===== config.mk =====
export PLATFORM = sky130hd
export DESIGN_NAME = i2s_dac_tx
export DESIGN_NICKNAME = d
export VERILOG_FILES = /design/src/rtl/i2s_dac_tx.sv
export SDC_FILE = /design/constraint.sdc
export NUM_CORES = 1
export LEC_CHECK = 0
export ABC_AREA = 1
export CAP_MARGIN = 10
export CORE_AREA = 2 2 143 145
export DETAILED_ROUTE_END_ITERATION = 16
export DIE_AREA = 0 0 145 147
export GPL_TIMING_DRIVEN = 0
export PLACE_DENSITY = 0.61
export SLEW_MARGIN = 20
export SYNTH_ARGS = -nofsm -noshare
export SYNTH_HDL_FRONTEND = slang
export SYNTH_SLANG_ARGS = --single-unit

===== constraint.sdc =====
create_clock -name clk -period 5.8 [get_ports clk]
set_clock_uncertainty 0.2 [all_clocks]
set_input_delay 1.16 -clock clk [delete_from_list [all_inputs] [get_ports clk]]
set_output_delay 1.16 -clock clk [all_outputs]
set_load 0.1 [all_outputs]

===== src/rtl/i2s_dac_tx.sv =====
// I2S DAC transmitter: float32 samples are converted to saturated 24-bit PCM, buffered in a
// small FIFO and sent as a mono I2S stream, with the same word in the left and right slots.
module i2s_dac_tx #(
  parameter int BCLK_DIV   = 4,
  parameter int FIFO_DEPTH = 4
) (
  input  logic        clk,
  input  logic        aclr_n,
  input  logic        sample_valid,
  input  logic [31:0] sample_in,
  input  logic        clear_flags,
  output logic        i2s_bclk,
  output logic        i2s_lrck,
  output logic        i2s_sdata,
  output logic        fifo_full,
  output logic        overflow,
  output logic        underrun
);

  localparam int AW = $clog2(FIFO_DEPTH);
  localparam int DW = (BCLK_DIV > 1) ? $clog2(BCLK_DIV) : 1;
  localparam logic [AW:0]   DEPTH_C = (AW+1)'(FIFO_DEPTH);
  localparam logic [DW-1:0] DIV_TC  = DW'(BCLK_DIV - 1);

  logic          conv_valid_q, conv_valid_d;
  logic [23:0]   conv_word_q, conv_word_d;
  logic [23:0]   mem [FIFO_DEPTH];
  logic [AW-1:0] wr_ptr_q, wr_ptr_d, rd_ptr_q, rd_ptr_d;
  logic [AW:0]   count_q, count_d;
  logic [DW-1:0] div_cnt_q, div_cnt_d;
  logic [5:0]    bit_cnt_q, bit_cnt_d;
  logic [23:0]   word_q, word_d;
  logic          bclk_q, bclk_d, lrck_q, lrck_d, sdata_q, sdata_d;
  logic          full_q, full_d, ovf_q, ovf_d, und_q, und_d;

  logic [7:0]  exp_f;
  logic [23:0] mant, mag;
  logic [4:0]  slot_t;
  logic        fall_evt, frame_start, pop, wr_en, fifo_at_depth;

  // Float -> 24-bit PCM: trunc(|v| * 2^23) = m >> (127 - e) for 104 <= e <= 126.
  always_comb begin
    // NOTE: every combinationally assigned signal gets a default first so no latch is inferred.
    exp_f       = sample_in[30:23];
    mant        = {1'b1, sample_in[22:0]};
    mag         = mant >> 5'(8'd127 - exp_f);
    conv_word_d = '0;
    if (exp_f == 8'hFF && sample_in[22:0] != 23'd0) begin
      conv_word_d = '0;
    end else if (exp_f >= 8'd127) begin
      conv_word_d = sample_in[31] ? 24'h800000 : 24'h7FFFFF;
    end else if (exp_f >= 8'd104) begin
      conv_word_d = sample_in[31] ? (24'd0 - mag) : mag;
    end
    conv_valid_d = sample_valid;
  end

  always_comb begin
    fifo_at_depth = (count_q == DEPTH_C);
    fall_evt      = (div_cnt_q == DIV_TC) && bclk_q;
    frame_start   = fall_evt && (bit_cnt_q == 6'd63);
    pop           = frame_start && (count_q != '0);
    wr_en         = conv_valid_q && (!fifo_at_depth || pop);

    wr_ptr_d  = wr_ptr_q + AW'(wr_en);
    rd_ptr_d  = rd_ptr_q + AW'(pop);
    count_d   = count_q + (AW+1)'(wr_en) - (AW+1)'(pop);
    full_d    = (count_d == DEPTH_C);

    div_cnt_d = (div_cnt_q == DIV_TC) ? '0 : div_cnt_q + DW'(1);
    bclk_d    = (div_cnt_q == DIV_TC) ? ~bclk_q : bclk_q;
    bit_cnt_d = bit_cnt_q;
    lrck_d    = lrck_q;
    sdata_d   = sdata_q;
    word_d    = word_q;
    slot_t    = 5'(bit_cnt_q + 6'd1);

    if (frame_start) begin
      word_d = pop ? mem[rd_ptr_q] : '0;
    end
    if (fall_evt) begin
      bit_cnt_d = bit_cnt_q + 6'd1;
      lrck_d    = bit_cnt_d[5];
      // Slot bit 0 is the I2S one-bit delay; bits 1..24 carry the word MSB first.
      sdata_d   = (slot_t >= 5'd1 && slot_t <= 5'd24) ? word_q[5'(5'd24 - slot_t)] : 1'b0;
    end

    ovf_d = (conv_valid_q && fifo_at_depth && !pop) || (ovf_q && !clear_flags);
    und_d = (frame_start && count_q == '0) || (und_q && !clear_flags);
  end

  // NOTE: sample storage is never reset; occupancy is tracked by the pointers and count alone.
  always_ff @(posedge clk) begin
    if (wr_en) mem[wr_ptr_q] <= conv_word_q;
  end

  always_ff @(posedge clk or negedge aclr_n) begin
    // NOTE: sequential state uses non-blocking assignments so all registers update together.
    if (!aclr_n) begin
      conv_valid_q <= 1'b0;
      conv_word_q  <= '0;
      wr_ptr_q     <= '0;
      rd_ptr_q     <= '0;
      count_q      <= '0;
      div_cnt_q    <= '0;
      bit_cnt_q    <= 6'd63;
      word_q       <= '0;
      bclk_q       <= 1'b0;
      lrck_q       <= 1'b0;
      sdata_q      <= 1'b0;
      full_q       <= 1'b0;
      ovf_q        <= 1'b0;
      und_q        <= 1'b0;
    end else begin
      conv_valid_q <= conv_valid_d;
      conv_word_q  <= conv_word_d;
      wr_ptr_q     <= wr_ptr_d;
      rd_ptr_q     <= rd_ptr_d;
      count_q      <= count_d;
      div_cnt_q    <= div_cnt_d;
      bit_cnt_q    <= bit_cnt_d;
      word_q       <= word_d;
      bclk_q       <= bclk_d;
      lrck_q       <= lrck_d;
      sdata_q      <= sdata_d;
      full_q       <= full_d;
      ovf_q        <= ovf_d;
      und_q        <= und_d;
    end
  end

  assign i2s_bclk  = bclk_q;
  assign i2s_lrck  = lrck_q;
  assign i2s_sdata = sdata_q;
  assign fifo_full = full_q;
  assign overflow  = ovf_q;
  assign underrun  = und_q;

endmodule


==> flow_summary.ini <==
[clocking]
cts_buffers = 17
cts_setup_buffers = 0
insertion_delay_ns = 0.42
cts.reportedPaths.clkPinSlew_ns = 0.07
cts_tree = built
cts_max_path_buffers = 2
hold_buffers = 0
cts-root-buf = clkbuf_16
cts_max_level = 4
cts-resized-gates = 0
cts.sinks = 166

[timing]
min_period_ns = 3.97
fmax_ghz = 0.252
setup_violations = 0
slew_headroom_pct = 35.6
period_share_pct = 68.5
timing.final.hold_violations = 0
drv_slew = 0
worst_pin_slew_ns = 0.964
totalNegativeSetupSlack_ns = 0
rsz0062_at_grt = false

[floorplanning]
die_h_um = 147
rows = 52
initial_core_util_pct = 44.1
die_w_um = 145
die_area_sq_um = 21300
core-area_sq_um = 19800
ios = 42

[synth]
synth_compound_area_share_pct = 9.43
yosys.area_share.xor_xnor_pct = 0.801
ys_types = 47
synth_edf_count = 96
synth_nets = 1013
synth_common_cells = nand2_1, nand3_1, edfxtp_1
synth_top_area_share_pct = 33.0
ys_ff_latch = 166
yosys_most_used_dff = edfxtp_1
synthesis.instances = 968
yosys_warnings = 0
synthArstFlopShare_pct = 42.2
synthMuxAreaShare_pct = 0
synth_area_per_cell_sq_um = 9.04
synth-simple-area-share_pct = 28.4
synth_top_family_by_area = simple AND/OR/NAND/NOR gates
yosys.area_share.adder_pct = 1.37
yosys-top-cells-area = edfxtp_1, dfrtp_1, nand3_1
syn-cell-area_sq_um = 8750
synth.yosys.seq_area_share_pct = 53.1
yosys.area.top_type = edfxtp_1
yosysMostFrequentCell = nand2_1

[power_and_ir_drop]
internal_power_mw = 2.24
power.total_mw = 3.21
clkPwrFrac_pct = 33.8
switching_share_pct = 30.1
p_leak_nw = 4.34
netSwitchingPower_uw = 967
p_seq_share_pct = 48.2
pwr-share-comb_pct = 18.0
peakVddDrop_v = 0.000204
power.density_nw_per_um2 = 316

[routing]
wl_per_cell_um = 16.7
wirelength_um = 22000
drc = 0
drt_iter0_markers = 623
drt_pass1_iterations = 5
num_vias = 6995
via_per_inst = 5.30
ant_nets = 0

[layout]
fin_util_pct = 51.2
layout.nets = 1082
instances_no_fill = 1320
num_antenna_cells = 0
drive_gt1_share_pct = 13.8
area_growth_pct = 16.3
postLayoutCellArea_sq_um = 10200

[global_route]
grt_pass1_wl_um = 36100
grt_pass1_vias = 6845
overflow = 0
grt_start_max_net_pins = 44
grt_use_total_pct = 21.5
antenna_found_initial = 0

[place]
place_area_sq_um = 9590
place.gp.congestion = 0.932
io_buffers = 37
dp_cells = 1288
dp_hpwl_um = 16700

[setup_path]
critPathLaunchType = register
crit_type = reg -> reg
end_kind = register
worstPathRequired_ns = 5.96
crit_start = bit_cnt_q[0]$_DFFE_PN1P_
worst_ep_arrival_time_ns = 4.13
cp_max_fo = 11
r2r_start = bit_cnt_q[0]$_DFFE_PN1P_

[worst_hold_path]
hp-start = div_cnt_q[0]$_DFF_PN0_
hold_path.class = reg -> reg

[run]
drv_cap = 0

[outcome]
status = finished, final reports clean
## worst paths after layout
| path | end | slack (ns) | cells past startpoint |
|---|---|---|---|
| setup reg to reg | fifo_full$_DFF_PN0_ | 1.83 | 19 |
| max in group asynchronous | conv_word_q[1]$_DFF_PN0_ | 4.39 | 2 |
| setup / recovery | fifo_full$_DFF_PN0_ | 1.83 | 19 |
| hold / removal | div_cnt_q[0]$_DFF_PN0_ | 0.22 | 1 |
| min in group asynchronous | word_q[6]$_DFFE_PN0P_ | 0.45 | 1 |
| hold reg to reg | div_cnt_q[0]$_DFF_PN0_ | 0.22 | 1 |
## worst max-delay path, stage by stage, from the launching register on
cell and delay, ns:
dfstp_2 0.62, ha_1 0.22, nand2_1 0.09, nor2_1 0.10, inv_1 0.05, nor2_1 0.08, inv_1 0.06, nor3_2 0.45
inv_1 0.13, nor2_2 0.31, buf_4 0.26, ha_1 0.25, inv_1 0.06, ha_1 0.13, inv_1 0.05, fa_1 0.37
xnor2_1 0.18, xnor2_1 0.15, nand2_1 0.07, nor2_1 0.08
## power groups by stage
stage	clock [mW]	combinational (mW)	sequential [mW]
after floorplan	0	0.341	1.59
after global placement	0	0.530	1.58
after detailed placement	0	0.584	1.57
after CTS	1.10	0.584	1.55
after global routing	1.15	0.645	1.57
final	1.09	0.577	1.55
## layout by cell type, fill, tap and decap left out, drive strengths merged, types with 2 or more instances in the layout
| cell type | n |
|---|---|
| o21ai | 51 |
| nand4 | 11 |
| xor2 | 5 |
| nor3 | 15 |
| clkinv | 3 |
| ha | 8 |
| nand3b | 7 |
| nand2 | 221 |
| nand3 | 203 |
| o22ai | 5 |
| a32o | 17 |
| buf | 43 |
| clkbuf | 40 |
| a21oi | 58 |
| nor2 | 36 |
| inv | 101 |
| o211ai | 2 |
| nor4 | 6 |
| clkdlybuf4s50 | 36 |
| dfstp | 6 |
| edfxtp | 96 |
| or2 | 4 |
| xnor2 | 3 |
| dfrtp | 64 |
## registers in the layout, summed over array words and instances, names as in the netlist
name	flops
bit_cnt_q	6
conv_valid_q	1
conv_word_q	24
count_q	3
div_cnt_q	2
fifo_full	1
i2s_bclk	1
i2s_lrck	1
i2s_sdata	1
mem	96
overflow	1
rd_ptr_q	2
underrun	1
word_q	24
wr_ptr_q	2
## per-layer routing
metal	GRT usage (%)	up-vias	share of wire, %
met4	6.98	0	2.0
met2	37.5	186	50
li1	-	3503	-
met3	2.80	30	4.3
met5	0	-	0
met1	27.9	3276	44
## final cells by class
cell class                 instances  area (sq um)
fill                            1846          9680
sequential                       166          4640
multi-input combinational        660          3520
timing repair buffer              50           485
clock buffer                      17           425
inverter                          90           340
tap                              270           338
buffer                            52           267
clock inverter                    15           154
## cells by family after synthesis
| family | Yosys count |
|---|---|
| simple gates | 504 |
| flops | 166 |
| buf+inv | 142 |
| compound gates | 139 |
| fa+ha+maj | 9 |
| xor+xnor | 8 |
## stage by stage
step | hold WS [ns] | setup WS [ns]
6_report | 0.224 | 1.83
3_3_place_gp | 0.218 | -0.239
4_1_cts | 0.232 | 1.77
2_1_floorplan | 0.203 | 1.57
5_1_grt | 0.242 | 1.33
3_5_place_dp | 0.220 | 1.49
Note: power is estimated with default switching activity, not from simulation.
